**src/rtl/fetch_stage.sv**
```systemverilog
// Instruction fetch stage: drives imem requests and feeds an IF/ID register to decode.
// Latency: request accepted in cycle N, response in N+1, if_valid in N+2.
// Backpressure: id_ready=0 holds IF/ID; a blocked response is replayed (or parked in skid when FETCH_SKID_EN).
module fetch_stage #(
  parameter logic [31:0] RESET_PC = 32'h0000_0000,
  parameter logic [31:0] NOP_INST = 32'h0000_0013
) (
  input  logic        clk,
  input  logic        rst,
  output logic        imem_req,
  output logic [31:0] imem_addr,
  input  logic        imem_gnt,
  input  logic        imem_rvalid,
  input  logic [31:0] imem_rdata,
  input  logic        br_taken,
  input  logic [31:0] br_target,
  output logic        if_valid,
  output logic [31:0] if_pc,
  output logic [31:0] if_inst,
  input  logic        id_ready
);

  logic [31:0] r_pc;
  logic        r_pend;
  logic        r_kill;
  logic [31:0] r_pend_pc;
  logic        r_if_valid;
  logic [31:0] r_if_pc;
  logic [31:0] r_if_inst;

  logic        w_req_fire;
  logic        w_out_fire;
  logic        w_land;
  logic        w_if_free;
  logic        w_rsp_ok;
  logic        w_space;
  logic        w_drop;
  logic [31:0] w_tgt;

  // Redirect target forced to word alignment.
  assign w_tgt      = br_target & ~32'h0000_0003;
  assign w_out_fire = r_if_valid & id_ready;
  assign w_if_free  = ~r_if_valid | w_out_fire;
  // A response is live only if it answers our outstanding, unkilled request and
  // no redirect or reset is discarding it this cycle.
  assign w_land     = imem_rvalid & r_pend & ~r_kill & ~br_taken & ~rst;
  // Single outstanding request: a new one may go out once the previous returns.
  assign w_rsp_ok   = ~r_pend | imem_rvalid;

`ifdef FETCH_SKID_EN
  logic        r_sk_vld;
  logic [31:0] r_sk_pc;
  logic [31:0] r_sk_inst;
  logic [1:0]  w_occ_next;

  // Occupancy of IF/ID plus skid after this edge; a new request needs a free slot
  // for its response next cycle even if decode stays stalled.
  assign w_occ_next = {1'b0, r_if_valid} + {1'b0, r_sk_vld} + {1'b0, w_land} - {1'b0, w_out_fire};
  assign w_space    = (w_occ_next <= 2'd1);
  assign w_drop     = 1'b0;
`else
  // Only request when the IF/ID slot is free this cycle; a response that later
  // finds it blocked is dropped and its address refetched.
  assign w_space    = w_if_free;
  assign w_drop     = w_land & ~w_if_free;
`endif

  assign imem_req   = ~rst & ~br_taken & w_rsp_ok & w_space;
  assign imem_addr  = r_pc;
  assign w_req_fire = imem_req & imem_gnt;

  assign if_valid   = r_if_valid;
  assign if_pc      = r_if_pc;
  assign if_inst    = r_if_valid ? r_if_inst : NOP_INST;

  // Fetch PC: reset, redirect, replay of a dropped response, or advance on accept.
  always_ff @(posedge clk) begin
    if (rst)             r_pc <= RESET_PC;
    else if (br_taken)   r_pc <= w_tgt;
    else if (w_drop)     r_pc <= r_pend_pc;
    else if (w_req_fire) r_pc <= r_pc + 32'd4;
  end

  // Outstanding-request tracking: pending flag, its PC, and whether it was killed.
  always_ff @(posedge clk) begin
    if (rst) begin
      r_pend    <= 1'b0;
      r_kill    <= 1'b0;
      r_pend_pc <= RESET_PC;
    end else begin
      if (w_req_fire) begin
        r_pend    <= 1'b1;
        r_pend_pc <= r_pc;
      end else if (imem_rvalid) begin
        r_pend    <= 1'b0;
      end
      if (br_taken)         r_kill <= r_pend & ~imem_rvalid;
      else if (imem_rvalid) r_kill <= 1'b0;
    end
  end

`ifdef FETCH_SKID_EN
  // IF/ID and skid: skid drains first, a response lands wherever the free slot is.
  always_ff @(posedge clk) begin
    if (rst) begin
      r_if_valid <= 1'b0;
      r_if_pc    <= RESET_PC;
      r_if_inst  <= NOP_INST;
      r_sk_vld   <= 1'b0;
      r_sk_pc    <= RESET_PC;
      r_sk_inst  <= NOP_INST;
    end else if (br_taken) begin
      r_if_valid <= 1'b0;
      r_sk_vld   <= 1'b0;
    end else if (w_if_free) begin
      if (r_sk_vld) begin
        r_if_valid <= 1'b1;
        r_if_pc    <= r_sk_pc;
        r_if_inst  <= r_sk_inst;
        r_sk_vld   <= w_land;
        if (w_land) begin
          r_sk_pc   <= r_pend_pc;
          r_sk_inst <= imem_rdata;
        end
      end else begin
        r_if_valid <= w_land;
        if (w_land) begin
          r_if_pc   <= r_pend_pc;
          r_if_inst <= imem_rdata;
        end
      end
    end else if (w_land) begin
      r_sk_vld  <= 1'b1;
      r_sk_pc   <= r_pend_pc;
      r_sk_inst <= imem_rdata;
    end
  end
`else
  // IF/ID register: loads a live response when free, otherwise holds.
  always_ff @(posedge clk) begin
    if (rst) begin
      r_if_valid <= 1'b0;
      r_if_pc    <= RESET_PC;
      r_if_inst  <= NOP_INST;
    end else if (br_taken) begin
      r_if_valid <= 1'b0;
    end else if (w_if_free) begin
      r_if_valid <= w_land;
      if (w_land) begin
        r_if_pc   <= r_pend_pc;
        r_if_inst <= imem_rdata;
      end
    end
  end
`endif

endmodule

```
**config.mk**
```make
export PLATFORM = sky130hd
export DESIGN_NAME = fetch_stage
export DESIGN_NICKNAME = d
export VERILOG_FILES = /design/src/rtl/fetch_stage.sv
export SDC_FILE = /design/constraint.sdc
export NUM_CORES = 1
export LEC_CHECK = 0
export ABC_AREA = 1
export ABC_CLOCK_PERIOD_IN_PS = 2100
export CAP_MARGIN = 30
export CELL_PAD_IN_SITES_DETAIL_PLACEMENT = 0
export CELL_PAD_IN_SITES_GLOBAL_PLACEMENT = 1
export CORE_MARGIN = 3
export CORE_UTILIZATION = 34
export DETAILED_ROUTE_END_ITERATION = 12
export PLACE_DENSITY = 0.9
export SLEW_MARGIN = 40
export SYNTH_ARGS = -nofsm -noshare
export SYNTH_HDL_FRONTEND = slang
export SYNTH_SLANG_ARGS = --single-unit
```
**constraint.sdc**
```tcl
create_clock -name clk -period 2.1 [get_ports clk]
set_input_delay 0.315 -clock clk [delete_from_list [all_inputs] [get_ports clk]]
set_output_delay 0.315 -clock clk [all_outputs]
set_load 0.005 [all_outputs]
```
==> impl_metrics.yaml <==
worst_setup_path:
  crit_family: "buffers and inverters"
  required_ns: 1.78
  slowest_delay_ns: 0.53
  path_cells: "clkdlybuf4s50_1 -> nor2_4 -> nand2_4 -> nor2_4 -> clkdlybuf4s50_1"
  worstPathArrival_ns: 1.67
  worstSetupPathType: "in2out"
  path_buf_inv: 2
  critPathMaxFanout: 4
  crit_path_top_delay_cell: "clkdlybuf4s50_1"
  endpoint_kind: "output port"
  startpoint_type: "input pin"
grt:
  grt_pass1_vias: 5895
  antenna_found_initial: 0
  grt_pass1_wl_um: 30800
  grt-ovfl-total: 0
  grt_max_degree: 63
  grt_usage_pct: 19.3
logic_synthesis:
  synth.cell_area_um2: 6130
  ys.flop_type: "dfxtp_1"
  synthCells: 900
  ys_ff_latch: 131
  synth_seq_area_share_pct: 42.8
  ys_async_sr_fraction_pct: 0
  synth_cell_type_count: 34
  yosysWarnings: 0
  syn-num-nets: 971
  synth_edf_count: 0
  syn_area_per_cell_um2: 6.81
finish:
  multi_input_area_um2: 2920
  seq_area_um2: 2620
  nNetsFinal: 1130
  layout-drive-gt1-share_pct: 8.12
  antenna_cells: 0
  syn2layout_area_growth_pct: 43.2
  design_area_um2: 8780
  n_fill_cell: 1711
  fin_cells: 1297
timing:
  finalMaxSlewViolations: 0
  skew_ns: 0.00614
  rsz0062_at_grt: "no"
  fin_crit_sh_pct: 94.5
  fmax_ghz: 0.504
  relSlewSlack_pct: 55.6
  tns_ns: 0
  hold_violations: 0
  setup_viol: 0
  hold_slack_ns: 0.328
  worstMarginPinSlew_ns: 0.664
  fin_crit_ns: 1.98
job:
  maxCapViolCount: 0
die:
  die_w_um: 140
  die_h_um: 140
  pin_count: 168
  rows: 48
  dieArea_um2: 19700
  start_util_pct: 35.1
  coreArea_um2: 17500
cts:
  htree_levels: 4
  clkSinkCount: 131
  cts_tree: "yes"
  post_cts_buffers: 0
  clk_latency_ns: 0.41
  numCtsBuffers: 17
  holdBufCountCts: 0
  clkTransAtPathRegs_ns: 0.06
  cts_root_buf: "clkbuf_16"
  post_cts_resize_count: 0
  cts.path.max_buffers: 2
min_path:
  min_path_type: "in2reg"
route:
  dr.pass1.iters: 5
  drc: 0
  viasPerCell: 4.85
  route.vias.total: 6286
  drt_first_iter_violations: 403
  post_drt_wl_per_cell_um: 14.8
  routed_wl_um: 19300
  drt.antenna.violating_nets: 0
placed_design:
  port_buffers: 165
  dp_hpwl_um: 13700
  dp_cells: 1265
  placed_area_um2: 8150
  gp_congestion: 0.835
pwr:
  ir_drop_uv: 582
  p_leak_nw: 3.68
  power_density_nw_per_um2: 738
run_status:
  status: "finished clean"
area by class of cell:
type	instances	share of cell area, %
Sequential cell	131	29.9
Timing Repair Buffer	194	22.5
Multi-Input combinational cell	623	33.3
Clock buffer	21	5.47
Clock inverter	11	1.71
Tap cell	225	3.21
Inverter	92	3.93
cells in the mapped netlist (2+ instances only):
| cell type | number | area share, % |
|---|---|---|
| a21oi_2 | 9 | 1.3 |
| xnor2_1 | 2 | 0.29 |
| nand2_1 | 142 | 8.7 |
| o211ai_1 | 3 | 0.37 |
| a21oi_1 | 103 | 8.4 |
| clkbuf_1 | 33 | 2.0 |
| nand2_2 | 2 | 0.20 |
| buf_6 | 2 | 0.37 |
| xor2_1 | 3 | 0.43 |
| o21bai_1 | 2 | 0.24 |
| inv_1 | 89 | 5.4 |
| nand2_4 | 3 | 0.55 |
| buf_2 | 17 | 1.4 |
| nor2_4 | 3 | 0.55 |
| inv_2 | 3 | 0.18 |
| o21ai_0 | 162 | 13 |
| nor2_1 | 139 | 8.5 |
| dfxtp_1 | 131 | 43 |
| nand3_1 | 35 | 2.9 |
| nand3b_1 | 2 | 0.24 |
| and2_1 | 2 | 0.20 |
power by group:
group          leakage, nW  internal [mW]  switching (mW)
Clock                0.306           2.00            1.13
Combinational         2.31          0.348           0.317
Sequential            1.07           2.58           0.104
Total                 3.68           4.93            1.56
sequential cells by signal (all words and copies together), names as in the netlist, named ones only:
| register | cells |
|---|---|
| imem_addr | 30 |
| r_kill | 1 |
| r_if_inst | 32 |
| if_valid | 1 |
| r_pend | 1 |
| r_pend_pc | 32 |
| if_pc | 32 |
logic make-up after synthesis:
logic type,count (synthesis),synth area share [%]
compound gates,282,23.9
fa+ha+maj,1,0.204
xor+xnor,5,0.714
simple gates,335,22.9
flops,131,42.8
buf+inv,146,9.59
worst paths after layout:
path | end | slack (ns) | start | cells after the start
worst max-delay path | imem_req | 0.12 | rst | 5
worst min-delay path | flop | 0.33 | br_taken | 4
worst max register to register | imem_addr[28]$_SDFFE_PP0P_ | 0.22 | imem_addr[3]$_SDFFE_PP0P_ | 10
worst min register to register | r_pend_pc[10]$_SDFFE_PP0P_ | 0.47 | r_pend_pc[10]$_SDFFE_PP0P_ | 2
worst min-delay path, cell delays in order:
cell and delay, ns:
buf_2 0.19, nor2_4 0.08, o21ai_0 0.07, nor2_1 0.04
through the flow:
stage,utilization (%),setup WS (ns),power (mW)
after floorplan,-,0.558,3.01
after global placement,46.6,0.000786,3.39
after detailed placement,46.6,-0.0627,3.40
after CTS,50.2,0.0988,6.56
after global routing,50.2,0.0369,6.73
final,50.2,0.116,6.48
routing by layer:
metal  vias up  track usage, %  share of wire (%)
met5         -               0                  0
met4         0            6.37                2.2
met3        23            4.57                6.2
met2       183            30.8                 47
met1      2840            25.7                 45
li1       3240               -                  -
cells in the final DEF, fill, tap and decap left out, types with 3 or more instances in the layout:
cell type and n:
nor2_1 139, nand3_1 35, buf_4 20, buf_12 9
inv_1 88, clkbuf_16 17, nor2_4 3, a21oi_1 103
o211ai_1 3, inv_2 4, o21ai_0 162, nand2_4 3
dfxtp_1 131, clkinv_4 3, xor2_1 3, bufinv_16 3
clkbuf_8 4, nand2_1 142, a21oi_2 9, clkdlybuf4s50_1 164
No activity file was read; power rests on OpenSTA's default activity.
